--- src/rtl/ser_interp_pkg.sv ---
// ser_interp_pkg: shared widths, FSM state encoding and the symmetric
// 30-tap prototype coefficient table for the x2 serial interpolator.
package ser_interp_pkg;

  localparam int IDATA_W_D = 16;
  localparam int COEFF_W_D = 16;
  localparam int OUT_W_D   = 16;
  localparam int FIR_TAP_D = 30;
  localparam int ACC_W_D   = 36;
  localparam int SHIFT_D   = 15;

  localparam logic [2:0] ST_IDLE = 3'd0;
  localparam logic [2:0] ST_MAC0 = 3'd1;
  localparam logic [2:0] ST_OUT0 = 3'd2;
  localparam logic [2:0] ST_MAC1 = 3'd3;
  localparam logic [2:0] ST_OUT1 = 3'd4;

  typedef enum logic [2:0] {
    S_IDLE = ST_IDLE,
    S_MAC0 = ST_MAC0,
    S_OUT0 = ST_OUT0,
    S_MAC1 = ST_MAC1,
    S_OUT1 = ST_OUT1
  } state_e;

  // h[k] = h[29-k]; only the first half is stored
  function automatic logic signed [15:0] ser_coeff(
    input logic [4:0] i
  );
    logic [3:0] j;
    logic signed [15:0] c;
    j = (i < 5'd15) ? i[3:0] : 4'(5'd29 - i);
    case (j)
      4'd0:    c = 16'sd169;
      4'd1:    c = 16'sd468;
      4'd2:    c = 16'sd1050;
      4'd3:    c = 16'sd2015;
      4'd4:    c = 16'sd3467;
      4'd5:    c = 16'sd5484;
      4'd6:    c = 16'sd8098;
      4'd7:    c = 16'sd11274;
      4'd8:    c = 16'sd14904;
      4'd9:    c = 16'sd18800;
      4'd10:   c = 16'sd22710;
      4'd11:   c = 16'sd26343;
      4'd12:   c = 16'sd29399;
      4'd13:   c = 16'sd31608;
      default: c = 16'sd32767;
    endcase
    return c;
  endfunction

endpackage

--- src/rtl/ser_round_sat.sv ---
// ser_round_sat: round-half-up right shift of the accumulator, then
// wrap (default) or saturate (SER_INTERP_SAT_EN) to OUT_WIDTH.
// Ports: acc (signed accumulator in), dout (signed rounded sample out).
module ser_round_sat #(
  parameter int ACC_WIDTH = 36,
  parameter int OUT_WIDTH = 16,
  parameter int SHIFT     = 15
) (
  input  logic signed [ACC_WIDTH-1:0] acc,
  output logic signed [OUT_WIDTH-1:0] dout
);

  localparam int QW = ACC_WIDTH - SHIFT + 1;
  localparam int HW = QW - OUT_WIDTH + 1;

  localparam logic signed [ACC_WIDTH:0] HALF =
    {{(ACC_WIDTH-SHIFT+1){1'b0}}, 1'b1, {(SHIFT-1){1'b0}}};

  logic signed [ACC_WIDTH:0] sum;
  logic signed [QW-1:0]      q;
  logic [HW-1:0]             hi;
  logic                      unused_bits;

  // one guard bit so adding the half LSB cannot overflow
  assign sum = {acc[ACC_WIDTH-1], acc} + HALF;
  assign q   = sum[ACC_WIDTH:SHIFT];
  assign hi  = q[QW-1:OUT_WIDTH-1];

`ifdef SER_INTERP_SAT_EN
  always_comb begin
    dout = q[OUT_WIDTH-1:0];
    if (!((&hi) || (~|hi))) begin
      dout = q[QW-1] ? {1'b1, {(OUT_WIDTH-1){1'b0}}}
                     : {1'b0, {(OUT_WIDTH-1){1'b1}}};
    end
  end
  assign unused_bits = ^sum[SHIFT-1:0];
`else
  assign dout = q[OUT_WIDTH-1:0];
  assign unused_bits = ^{sum[SHIFT-1:0], hi};
`endif

endmodule

--- src/rtl/ser_interp_filter.sv ---
// ser_interp_filter: serial single-MAC x2 polyphase interpolating FIR.
// Ports: clk, rst_n (async low), in_valid/in_ready/in_data (sample in),
// out_valid/out_ready/out_data (two outputs per input, phase 0 first).
// Optional: SER_INTERP_SAT_EN selects saturating output (else wrap).
module ser_interp_filter
  import ser_interp_pkg::*;
#(
  parameter int IDATA_WIDTH = IDATA_W_D,
  parameter int COEFF_WIDTH = COEFF_W_D,
  parameter int OUT_WIDTH   = OUT_W_D,
  parameter int FIR_TAP     = FIR_TAP_D,
  parameter int ACC_WIDTH   = ACC_W_D,
  parameter int SHIFT       = SHIFT_D
) (
  input  logic                        clk,
  input  logic                        rst_n,
  input  logic                        in_valid,
  output logic                        in_ready,
  input  logic signed [IDATA_WIDTH-1:0] in_data,
  output logic                        out_valid,
  input  logic                        out_ready,
  output logic signed [OUT_WIDTH-1:0] out_data
);

  localparam int NPH = FIR_TAP / 2;
  localparam int CW  = $clog2(NPH);
  localparam int PW  = IDATA_WIDTH + COEFF_WIDTH;

  state_e                       state;
  logic [CW-1:0]                cnt;
  logic signed [IDATA_WIDTH-1:0] x [NPH];
  logic signed [ACC_WIDTH-1:0]  acc;
  logic signed [ACC_WIDTH-1:0]  acc_nxt;
  logic signed [COEFF_WIDTH-1:0] h_sel;
  logic signed [IDATA_WIDTH-1:0] x_sel;
  logic signed [PW-1:0]         prod;
  logic signed [OUT_WIDTH-1:0]  rnd;
  logic [CW:0]                  idx;
  logic                         phase;
  logic                         last;

  assign in_ready  = (state == S_IDLE);
  assign out_valid = (state == S_OUT0) ||
                     (state == S_OUT1);

  assign phase = (state == S_MAC1);
  assign last  = (cnt == CW'(NPH - 1));

  // tap 2k+p of the prototype pairs with x[k]
  assign idx   = {cnt, phase};
  assign h_sel = COEFF_WIDTH'(ser_coeff(idx));
  assign x_sel = x[cnt];

  assign prod    = PW'(h_sel) * PW'(x_sel);
  assign acc_nxt = acc + ACC_WIDTH'(prod);

  // the last MAC result is rounded straight into out_data
  ser_round_sat #(
    .ACC_WIDTH (ACC_WIDTH),
    .OUT_WIDTH (OUT_WIDTH),
    .SHIFT     (SHIFT)
  ) u_round_sat (
    .acc  (acc_nxt),
    .dout (rnd)
  );

  always_ff @(posedge clk or negedge rst_n) begin
    if (!rst_n) begin
      state    <= S_IDLE;
      cnt      <= '0;
      acc      <= '0;
      out_data <= '0;
      for (int k = 0; k < NPH; k++) begin
        x[k] <= '0;
      end
    end else begin
      unique case (state)
        S_IDLE: begin
          if (in_valid) begin
            for (int k = NPH - 1; k > 0; k--) begin
              x[k] <= x[k-1];
            end
            x[0]  <= in_data;
            acc   <= '0;
            cnt   <= '0;
            state <= S_MAC0;
          end
        end
        S_MAC0, S_MAC1: begin
          acc <= acc_nxt;
          cnt <= cnt + 1'b1;
          if (last) begin
            out_data <= rnd;
            state    <= (state == S_MAC0) ? S_OUT0 : S_OUT1;
          end
        end
        S_OUT0: begin
          if (out_ready) begin
            acc   <= '0;
            cnt   <= '0;
            state <= S_MAC1;
          end
        end
        S_OUT1: begin
          if (out_ready) begin
            state <= S_IDLE;
          end
        end
        default: state <= S_IDLE;
      endcase
    end
  end

endmodule

--- config.mk ---
export PLATFORM = sky130hd
export DESIGN_NAME = ser_interp_filter
export DESIGN_NICKNAME = d
export VERILOG_FILES = /design/src/rtl/ser_interp_pkg.sv /design/src/rtl/ser_round_sat.sv /design/src/rtl/ser_interp_filter.sv
export SDC_FILE = /design/constraint.sdc
export NUM_CORES = 1
export LEC_CHECK = 0
export ABC_CLOCK_PERIOD_IN_PS = 10400
export BUFFER_PORTS_ARGS = -buffer_cell sky130_fd_sc_hd__buf_2
export CORE_UTILIZATION = 65
export DETAILED_ROUTE_END_ITERATION = 10
export PLACE_DENSITY = 0.82
export REMOVE_ABC_BUFFERS = 1
export SLEW_MARGIN = 20
export SYNTH_ARGS = -nofsm -noshare
export SYNTH_HDL_FRONTEND = slang
export SYNTH_SLANG_ARGS = --single-unit
--- constraint.sdc ---
create_clock -name clk -period 10.4 [get_ports clk]
set_clock_uncertainty 0.15 [all_clocks]
set_input_delay 1.04 -clock clk [delete_from_list [all_inputs] [get_ports clk]]
set_output_delay 1.04 -clock clk [all_outputs]
set_load 0.01 [all_outputs]
### After elaboration in Yosys (flattened, before gate mapping)

Memories as Yosys holds them, arrays and structs flattened.
Index checks and enable logic that the tools add are counted.

* register bits after elaboration: 299
* bits in latches: 0
* memory bits (writable): 0
* bits in read-only memories: 240
* bits of input ports: 20
* output and inout bits: 18
* word-level logic and storage cells: 61
* memories: 1

Memories
* (name not given): depth 16, width 15, read ports 1, clocked after Yosys merged registers in 0, wr ports 0, line ser_interp_pkg.sv:33 `case (j)`

* add/subtract/negate cells: 4
* multiply operators: 1
* divide/modulo/power cells: 0
* order comparisons: 2
* equality and inequality tests: 9
* shift-type cells: 0
* muxes and demuxes: 16
* bitwise logic cells: 1
* reduce and logical (&&, ||, !) cells: 8

Operator list (number)
* case mux 36 bit (3 select lines): 1
* two-way mux 36 bit: 2
* binary-select mux 16 bit (select 4 bit): 1
* adder 36 x 32 -> 36 bit: 1
* multiplier 16 x 16 -> 32 bit: 1
* two-way mux 16 bit: 2
* adder 31 x 16 -> 31 bit, second input constant: 1
* two-way mux 3 bit: 5
* two-way mux 4 bit: 3
* case mux 3 bit (4 select lines): 1
* case mux 4 bit (3 select lines): 1
* != test 2 bit, second input constant: 4
* equality test 3 x 2 -> 1 bit, second input constant: 2
* >= comparator 5 bit, second input constant: 1
* < comparator 5 x 4 -> 1 bit, second input constant: 1
* NOT 4 -> 5 bit: 1
* adder 4 x 1 -> 4 bit, second input constant: 1
* equality test 4 bit, second input constant: 1
* AND reduction 2 bit: 2
* AND reduction 4 bit: 1
* subtractor 4 bit, first input constant: 1
* equality test 3 x 1 -> 1 bit, second input constant: 1
* equality test 3 bit, second input constant: 1
* zero test 3 bit: 1
* 4 further kinds: 4

### Depth between registers and ports, before layout

Gate-level depths: netlist of the first run.

* word-level depth: 7
* depth in mapped cells: 36
* depth with buffers taken out: 31

### Modules after synthesis

From an unflattened synthesis of the first run, not the netlist that was laid out.

* cells, all modules: 2101
* area total of the unflattened synthesis: 23540.1 um^2

By module, submodules not included
* ser_interp_filter: times used 1, cells each 2057, area each 23162.2 um^2, sequential area each 7482.2 um^2
* ser_round_sat: times used 1, cells each 44, area each 377.9 um^2, sequential area each 0.0 um^2

### Least setup slack after synthesis of the first run

No wires, ideal clock.

* path type: reg-to-reg
* start point: reg cnt[0]
* end point: reg out_data[12]
* setup time: 128 ps
* arrival time: 8613 ps
* required time: 10122 ps
* slack: 1508 ps
* cell stages (with the launch flop): 35
* path buffers: 6
* clock period less this slack: 8892 ps
* path through: dfrtp_1 -> buf_2 -> buf_2 -> buf_2 -> buf_4 -> inv_1 -> ha_1 -> mux2_2 -> nand2_1 -> nor2_1 -> a21oi_1 -> o21ai_0 -> clkbuf_1 -> nor2_1 -> fa_1 -> inv_1 -> fa_1 -> fa_1 -> inv_1 -> fa_1 -> fa_1 -> inv_1 -> fa_1 -> inv_1 -> ha_1 -> buf_4 -> a21oi_1 -> o21ai_0 -> a211oi_2 -> xnor2_1 -> and4bb_1 -> nand4_1 -> or4b_4 -> xor2_1 -> o21ai_2

* word-level cells in the longest chain between the ends: 7
* elaborated cells on any way between the ends: 13
* those cells by class: add/sub: 3; mul: 1; order compare: 1; eq/ne: 1; mux: 4; bitwise: 1; reduce/logical: 1; memory: 1

Ends and longest elaborated chain
* start, declared: line ser_interp_filter.sv:30 `logic [CW-1:0] cnt;`
* start signal, assigned: line ser_interp_filter.sv:91 `cnt <= cnt + 1'b1;`
* branches (longest 7 deep; another with adder 36 x 32 -> 36 bit)
* end signal, assigned: line ser_interp_filter.sv:93 `out_data <= rnd;`
* end, declared: line ser_interp_filter.sv:22 `output logic signed [OUT_WIDTH-1:0] out_data`

Parallel ways; which one is timed is not known. The select of a mux whose other input is x is not followed.
A chain may end at the register's enable or synchronous reset.

### Final worst setup path of the first run

* start point: reg state[0]
* end point: reg out_data[15]

* word-level cells in the longest chain between the ends: 7
* elaborated cells on any way between the ends: 11
* those cells by class: add/sub: 3; mul: 1; order compare: 1; eq/ne: 2; mux: 1; reduce/logical: 2; memory: 1

Ends and longest elaborated chain
* start, declared: line ser_interp_filter.sv:29 `state_e state;`
* start signal, assigned: line ser_interp_filter.sv:94 `state <= (state == S_MAC0) ? S_OUT0 : S_OUT1;`
* equality test 3 x 2 -> 1 bit: line ser_interp_filter.sv:46, ser_interp_filter.sv:77
* subtractor 4 bit / < comparator 5 x 4 -> 1 bit (equally long branches): line ser_interp_pkg.sv:32 `j = (i < 5'd15) ? i[3:0] : 4'(5'd29 - i);`
* two-way mux 4 bit: line ser_interp_pkg.sv:32
* memory read (16 x 15 bit)
* multiplier 16 x 16 -> 32 bit: line ser_interp_filter.sv:54 `assign prod = PW'(h_sel) * PW'(x_sel);`
* adder 36 x 32 -> 36 bit: line ser_interp_filter.sv:55 `assign acc_nxt = acc + ACC_WIDTH'(prod);`
* adder 31 x 16 -> 31 bit: line ser_round_sat.sv:25 `assign sum = {acc[ACC_WIDTH-1], acc} + HALF;`

Parallel ways exist; a longest one is shown, timed or not.

==> impl_results.md, run 1 <==
* Post-synthesis instance area at ~0.023 mm²
* Htree depth at 1
* Avg WL per Cell at about 20 µm
* All-Layer GR Usage at 0.304
* Syn Area/Cell at about 11 µm²
* Arrival time worst endpoint at ~10 ns
* Status: finished, final reports clean
* CP required at 10.74 ns
* Critical path startpoint: state[0]$_DFFE_PN0P_
* Worst-Skew Late Latency at 0.59 ns
* Simple-Gate Fraction of Synth Area at 0.0953
* Overflow after GRT at 0
* Final worst path period need at slightly below 10 ns
* WS Path Type: reg -> reg
* Post-Synth Adder-Cell Area at 0.250
* Layout area overhead at 7.73%
* Via count at 15,629
* Slowest CP cell: o21ai_0
* Initial antenna violation count at 0
* R2R cell count at 29
* Final Max Slew Viols at 0
* Placer Congestion at ~1
* Flop2flop setup slack at slightly below 0.8 ns
* IO buf count at 37
* Core Area at roughly 0.034 mm²
* DRC violations left at 0
* Most frequent CP cell: fa_1
* Gate Count Post-Synth at ~2,100
* Slew headroom at 0.273
* WL final at 50,800 µm
* RSZ-0062 raised after global routing: false
* Die area at ~0.036 mm²
* Asr flop ratio synth at 1.00
* # diodes at 0
* CP startpoint kind: register
* Die H at ~190 µm
* Critical register-to-register path startpoint: state[0]$_DFFE_PN0P_
* Cts bufs inserted at 31
* Post-route ant nets at 0
* Crit path max fanout at 21
* Chip width at about 190 µm
* Synth Flop Type: dfrtp_1
* FMAX at 104 MHz
* Fin crit share at 0.924
* Hold WC Path Type: in -> async
* Share of layout cells above drive strength 1 at 0.217
* Std-Cell Rows at slightly below 70
* Starting density of the core at 0.659
* Crit Reg-Reg Endpoint: out_data[15]$_DFFE_PN0P_
* Yosys warning total at 0
* First drt pass iteration count at 5
* Seq/Total Area, Yosys at 0.324
* Endpoints failing setup at 0
* Hold buffers post-CTS at 0
* Ports at 38
* Postcts setup bufs at 0
* Post-synthesis compound-gate area fraction at 0.0657
* Initial drt markers at 1,197
* # nets final at 2,444
* Slew @ Worst Pin at 1.09 ns
* CTS tree: built
* Setup crit end: out_data[15]$_DFFE_PN0P_
* Fin. Hold Viols at 0
* Synth cell types at between 70 and 80
* CP Capture Type: register
* Clk buf depth at 3
* Number of max-cap violations at 0
* Largest net degree at the start of global routing at slightly below 200
* Reg clk slew, reported paths at roughly 0.07 ns
* Number of flops mapped to enable cells by yosys at 0
* Multiplexer area fraction after synthesis at 0.182
* HPWL Detailed at between 30,000 and 40,000 µm
* Sink Count at 294
* Final core utilization at 0.710
* Synthesized flop and latch total at just under 300
* Vias/cell at approximately 6.1
* Largest family of logic cells by synthesized area: adder cells
* First-pass GRT wire length at approximately 86,000 µm
* XOR/XNOR Fraction of Synth Area at 0.0162
* Delay of the slowest critical-path stage at roughly 0.77 ns
* Vias in the first global route at ~17,000
* Root buf cell: clkbuf_16
* Cts repair resizes at 0
==> cells in the mapped netlist (all sizes together) (6+ instances only) <==
library cell	instances	area [µm²]
nand2b	29	181
xnor2	21	210
o211ai	14	105
a21o	13	98.9
and3	6	37.5
o21a	6	45.0
ha	117	1460
nand3	17	97.6
a21oi	43	215
o21ai	83	419
mux2i	23	230
buf	21	108
nand2	177	664
or2	19	119
nor3	14	75.1
inv	300	1130
fa	210	4200
clkbuf	74	278
xor2	18	158
nor2	170	638
nor2b	9	56.3
a211oi	7	75.1
dfrtp	294	7360
and2	19	119
a22o	15	131
mux4	51	1150
mux2	245	2760
nand4	7	50.1
==> worst min-delay path by stage <==
stage	start	endpoint	slack (ns)	cells after the start
after global placement	out_data[8]$_DFFE_PN0P_	out_data[8]$_DFFE_PN0P_	0.31	2
after floorplan	acc[18]$_DFFE_PN0P_	acc[18]$_DFFE_PN0P_	0.30	2
after detailed placement	out_data[13]$_DFFE_PN0P_	out_data[13]$_DFFE_PN0P_	0.32	2
after CTS	rst_n	x[105]$_DFFE_PN0P_	0.26	1
after global routing	rst_n	x[137]$_DFFE_PN0P_	0.30	1
final	rst_n	x[105]$_DFFE_PN0P_	0.26	1
==> sequential cells by signal, summed over array words and instances, names as in the netlist <==
signal and flops:
out_data 16, x 240, state 3, acc 31, cnt 4
==> cell families after synthesis <==
group	after synthesis
buffers and inverters	396
flip-flops	294
adder cells (fa/ha/maj)	327
multiplexers	319
AO/OA/AOI/OAI	228
AND/OR/NAND/NOR	483
XOR/XNOR	39
==> metal layers <==
metal | track usage | vias to the layer above | wire length (µm)
li1 | - | 6913 | -
met1 | 0.390 | 8023 | 19900
met2 | 0.522 | 531 | 25400
met3 | 0.0371 | 162 | 3000
met4 | 0.136 | 0 | 2410
met5 | 0 | - | 0
==> cells in the final DEF, fill, tap and decap left out, drive strengths merged, types with 5 or more instances in the layout <==
cell type / count
a21oi: 43
a22o: 15
inv: 303
nand2: 177
ha: 117
mux2: 245
and3: 6
nor2: 170
and2: 19
o21ai: 83
a211oi: 7
fa: 210
nand4: 7
nand2b: 29
nor3: 14
nor4: 5
dfrtp: 294
buf: 73
xor2: 18
mux2i: 23
nand3: 17
a31oi: 5
xnor2: 21
o21a: 6
or2: 19
clkbuf: 42
mux4: 51
nor2b: 9
clkinv: 8
o211ai: 14
a21o: 13
==> cell type report <==
cell class,instances,area [µm²]
tap,455,569
clock inverter,16,215
sequential,294,7360
inverter,301,1130
timing repair buffer,73,478
fill,2362,10000
multi-input combinational,1396,13800
clock buffer,42,857
==> stage by stage <==
stage	setup slack (ns)	cell area (µm²)	TNS (ns)	hold WS (ns)	cells
after floorplan	-0.645	22300	-4.47	0.300	1991
after global placement	1.28	23400	0	0.312	2519
after detailed placement	1.00	23400	0	0.319	2519
after CTS	0.958	24500	0	0.263	2577
after global routing	0.333	24500	0	0.298	2577
final	0.791	24500	0	0.256	2577
==> critical path, delay by kind of cell (launching register included) <==
family	cells	cell delay, ns
AOI/OAI and AO/OA	7	2.29
xor gates and xnor gates	1	0.27
DFF	1	0.53
muxes	1	0.43
buffers and inverters	5	0.53
and+or+nand+nor	8	1.88
adders and majority gates	7	3.42
Power of run 1 is not shown: default switching activity piles up to over one toggle a cycle in this logic, so the estimate is an artifact.
==> run 2: changes to the inputs <==
--- a/config.mk
+++ b/config.mk
@@ -7,9 +7,11 @@
 export LEC_CHECK = 0
 export ABC_CLOCK_PERIOD_IN_PS = 10400
 export BUFFER_PORTS_ARGS = -buffer_cell sky130_fd_sc_hd__buf_2
+export CAP_MARGIN = 25
 export CORE_UTILIZATION = 65
 export DETAILED_ROUTE_END_ITERATION = 10
 export PLACE_DENSITY = 0.82
+export RECOVER_POWER = 25
 export REMOVE_ABC_BUFFERS = 1
 export SLEW_MARGIN = 20
 export SYNTH_ARGS = -nofsm -noshare
==> impl_results.md, run 2 (synthesis results as in run 1) <==
* Status: finished, violations left
* Failing checks: max-capacitance violations, max-slew violations
* Initial drt markers at about 1,200
* Fin. Hold Viols at 0
* Critical path startpoint: state[0]$_DFFE_PN0P_
* First drt pass iteration count at 5
* RSZ-0062 raised after global routing: false
* Critical register-to-register path startpoint: state[0]$_DFFE_PN0P_
* Most frequent CP cell: fa_1
* Hold path cells at 2
* All-Layer GR Usage at 0.304
* DP Cell Count at ~2,500
* Routed wl met2 at between 20,000 and 30,000 µm
* Core Area at 0.0345 mm²
* Vias/cell at 6.03
* WS Path Type: reg -> reg
* Via count at between 15,000 and 20,000
* Hold endpoint: acc[26]$_DFFE_PN0P_
* Flop2flop setup slack at 0.86 ns
* Htree depth at 1
* Layout area overhead at 8.00%
* Postcts setup bufs at 0
* Sink Count at 294
* Final worst path period need at 9.54 ns
* Worst-Skew Late Latency at between 0.5 and 0.6 ns
* CP required at ~11 ns
* Crit Reg-Reg Endpoint: out_data[15]$_DFFE_PN0P_
* Number of max-cap violations at 4
* DRC violations left at 0
* Commonest non-fill, non-tap cell in the layout: inv_1
* Delay of the slowest critical-path stage at 0.78 ns
* Reg clk slew, reported paths at roughly 0.07 ns
* Fillers at roughly 2,400
* Die H at between 150 and 200 µm
* Sequential Area at roughly 0.0074 mm²
* First-pass GRT wire length at 86,000 µm
* FMAX at about 100 MHz
* Clk buf depth at 3
* Hold WC Path Type: reg -> reg
* Die area at roughly 0.036 mm²
* Layout Cell Area excl Fill at 0.0245 mm²
* Worst Hold Slack at approximately 0.34 ns
* Placed standard-cell area at approximately 0.023 mm²
* CP Capture Type: register
* WL final at 50,700 µm
* Overflow after GRT at 0
* Vias in the first global route at 17,170
* Layout Cells excl Fill at ~2,600
* CTS tree: built
* Root buf cell: clkbuf_16
* Max layer used: met4
* Hold path start: acc[26]$_DFFE_PN0P_
* Arrival time worst endpoint at 9.89 ns
* Chip width at between 150 and 200 µm
* CP startpoint kind: register
* Crit path max fanout at 21
* Ports at 38
* Hold buffers post-CTS at 0
* Metal-1 WL at 19,900 µm
* # diodes at 0
* Max reg flops at 240
* R2R cell count at 29
* Starting density of the core at 0.659
* # nets final at 2,448
* Cts bufs inserted at 31
* Placer Congestion at ~1.0
* Routed met3 length at 2900 µm
* Post-route ant nets at 0
* Slew @ Worst Pin at about 3.8 ns
* Cts repair resizes at 0
* Final Max Slew Viols at about 210
* Slew headroom at -1.51
* IO buf count at 37
* Share of layout cells above drive strength 1 at 0.216
* Regs by FF count: x x240, acc x31, out_data x16
* Multi-input gate area at about 0.014 mm²
* HPWL Detailed at between 30,000 and 40,000 µm
* Initial antenna violation count at 0
* Commonest cells after routing, fill and taps aside: inv_1, dfrtp_1, mux2_2
* Largest net degree at the start of global routing at 194
* Endpoints failing setup at 0
* Avg WL per Cell at ~20 µm
* Fin crit share at 0.918
* Slowest CP cell: o21ai_0
* Biggest register: x
* Std-Cell Rows at 68
==> run 2: cell types whose count changed in the layout (fill, tap and decap cells not counted), sizes merged <==
| cell | previous run | this run |
|---|---|---|
| clkbuf | 42 | 44 |
| buf | 73 | 75 |
==> run 2: worst max path at each step <==
stage	endpoint	slack, ns	cells after the start
after floorplan	out_data[12]$_DFFE_PN0P_	-0.64	28
after global placement	out_data[12]$_DFFE_PN0P_	1.28	29
after detailed placement	out_data[15]$_DFFE_PN0P_	1.00	29
after CTS	out_data[15]$_DFFE_PN0P_	0.96	29
after global routing	out_data[15]$_DFFE_PN0P_	0.39	29
final	out_data[15]$_DFFE_PN0P_	0.86	29
==> run 2: cell type report <==
class	count	share of cell area
Tap cell	455	0.0232
Clock buffer	42	0.0350
Inverter	301	0.0461
Timing Repair Buffer	77	0.0226
Multi-Input combinational cell	1396	0.564
Sequential cell	294	0.300
Clock inverter	16	0.00878
==> run 2: through the flow <==
| step | setup slack (ns) | util | TNS (ns) |
|---|---|---|---|
| floorplan | -0.645 | - | -4.47 |
| global placement | 1.28 | 0.679 | 0 |
| detailed placement | 1.00 | 0.679 | 0 |
| CTS | 0.958 | 0.710 | 0 |
| global route | 0.394 | 0.711 | 0 |
| finish | 0.858 | 0.711 | 0 |
==> run 2: worst max-delay path, delay by kind of cell, from the launching register on <==
family,cells,cell delay (ns)
fa+ha+maj,7,3.42
compound gates,7,2.29
simple gates,8,1.85
buf+inv,5,0.53
flops,1,0.49
mux,1,0.43
xor+xnor,1,0.27
==> run 2: routing by layer <==
metal	vias up	track usage
li1	6932	-
met1	7978	0.390
met2	507	0.522
met3	157	0.0371
met4	0	0.136
met5	-	0
Power of run 2 is left out for the same reason.
==> run 3: changes to the inputs <==
--- a/config.mk
+++ b/config.mk
@@ -5,7 +5,7 @@
 export SDC_FILE = /design/constraint.sdc
 export NUM_CORES = 1
 export LEC_CHECK = 0
-export ABC_CLOCK_PERIOD_IN_PS = 10400
+export ABC_CLOCK_PERIOD_IN_PS = 9250
 export BUFFER_PORTS_ARGS = -buffer_cell sky130_fd_sc_hd__buf_2
 export CAP_MARGIN = 25
 export CORE_UTILIZATION = 65
==> constraint.sdc (replaced) <==
create_clock -name clk -period 9.25 [get_ports clk]
set_clock_uncertainty 0.15 [all_clocks]
set_input_delay 0.925 -clock clk [delete_from_list [all_inputs] [get_ports clk]]
set_output_delay 0.925 -clock clk [all_outputs]
set_load 0.01 [all_outputs]
==> impl_results.md, run 3 (synthesis results as in run 1) <==
* Status: finished, violations left
* Failing checks: max-capacitance violations, max-slew violations
* Delay of the slowest critical-path stage at just under 0.6 ns
* Chip width at 189 µm
* Vias in the first global route at between 15,000 and 20,000
* Overflow after GRT at 0
* Arrival time worst endpoint at about 9 ns
* Crit path max fanout at 17
* Avg WL per Cell at 20.4 µm
* Regs by FF count: x x240, acc x31, out_data x16
* Root buf cell: clkbuf_16
* Htree depth at 1
* # nets final at between 2,000 and 2,500
* Postcts setup bufs at 0
* DRC violations left at 0
* Most frequent CP cell: fa_1
* CP Capture Type: register
* Die area at about 0.036 mm²
* Placer Congestion at approximately 1
* Multi-input gate area at 0.0138 mm²
* CTS tree: built
* Initial drt markers at about 1,100
* Hold WC Path Type: reg -> reg
* Std-Cell Rows at 68
* All-Layer GR Usage at 0.313
* Placed standard-cell area at roughly 0.024 mm²
* Setup slack at placement at 0.316 ns
* Starting density of the core at 0.659
* Final worst path period need at approximately 9 ns
* Slew headroom at -3.40
* First drt pass iteration count at 5
* Largest net degree at the start of global routing at between 150 and 200
* Layout area overhead at 8.62%
* Sequential Area at 0.00736 mm²
* Worst Hold Slack at roughly 0.33 ns
* WL final at ~53,000 µm
* CP required at 9.58 ns
* Endpoints failing setup at 0
* Final Max Slew Viols at approximately 130
* Number of max-cap violations at 2
* Via count at 15,685
* Biggest register: x
* FMAX at around 110 MHz
* Worst-Skew Late Latency at 0.59 ns
* # diodes at 0
* Ports at 38
* CP startpoint kind: register
* Max reg flops at between 200 and 250
* Clk buf depth at 3
* Share of layout cells above drive strength 1 at 0.224
* First-pass GRT wire length at about 87,000 µm
* Layout Cell Area excl Fill at between 0.02 and 0.025 mm²
* RSZ-0062 raised after global routing: false
* Commonest cells after routing, fill and taps aside: inv_1, dfrtp_1, mux2_2
* Slew @ Worst Pin at around 6.6 ns
* Fin crit share at 0.967
* Slowest CP cell: or4b_4
* Post-route ant nets at 0
* Initial antenna violation count at 2
* Sink Count at 294
* Reg clk slew, reported paths at roughly 0.06 ns
* HPWL Detailed at about 39,000 µm
* PnR worst setup slack at a little over 0.3 ns
* IO buf count at 37
* Fillers at 2,374
* Cts bufs inserted at 31
* Hold buffers post-CTS at 0
* Core Area at about 0.034 mm²
* Vias/cell at roughly 6.0
* WS Path Type: reg -> reg
* Fin. Hold Viols at 0
* Commonest non-fill, non-tap cell in the layout: inv_1
* Die H at 189 µm
==> run 3: changes by cell type in the layout (fill, tap and decap cells not counted), sizes merged <==
cell and delta:
inv -1, buf +14, clkinvlp -1, clkinv -1
clkbuf +3
==> run 3: path summary, 6_finish.rpt <==
check                                         from                  endpoint  slack (ns)  depth (start not counted)
max in group asynchronous                    rst_n       acc[12]$_DFFE_PN0P_        2.57                          1
min                        out_data[7]$_DFFE_PN0P_   out_data[7]$_DFFE_PN0P_        0.33                          2
min in group asynchronous                    rst_n        x[196]$_DFFE_PN0P_        2.65                          1
max reg2reg                     cnt[0]$_DFFE_PN0P_  out_data[12]$_DFFE_PN0P_        0.31                         28
max                             cnt[0]$_DFFE_PN0P_  out_data[12]$_DFFE_PN0P_        0.31                         28
min reg2reg                out_data[7]$_DFFE_PN0P_   out_data[7]$_DFFE_PN0P_        0.33                          2
==> run 3: cell type report <==
cell class,count,share of cell area
multi-input combinational,1396,0.562
inverter,301,0.0458
clock inverter,13,0.00802
tap,455,0.0231
timing repair buffer,92,0.0265
sequential,294,0.299
clock buffer,44,0.0363
==> run 3: what timing repair did <==
item | CTS | global route
hold endpoints to repair | 0 | 0
setup endpoints to repair | 0 | 8
resized for setup | 0 | 7
==> run 3: routing by layer <==
metal	up-vias	global-route usage	wire, µm
met5	-	0	9
met4	2	0.117	2330
met3	146	0.0373	3280
met2	547	0.548	26700
met1	8031	0.401	20600
li1	6959	-	-
==> run 3: critical path: cells and delay by family, from the launching register on <==
family | cells | cell delay, ns
AO/OA/AOI/OAI | 5 | 1.32
XOR/XNOR | 2 | 0.46
adder cells (fa/ha/maj) | 7 | 3.35
buffers and inverters | 7 | 1.18
flip-flops | 1 | 0.45
multiplexers | 1 | 0.53
AND/OR/NAND/NOR | 6 | 1.38
==> run 3: stage by stage <==
step	setup TNS [ns]	cells	util
2_1_floorplan	-37.25	1991	-
3_3_place_gp	0	2535	0.682
3_5_place_dp	0	2536	0.683
4_1_cts	0	2593	0.714
5_1_grt	0	2595	0.716
6_report	0	2595	0.716
Power of run 3 is left out for the same reason.
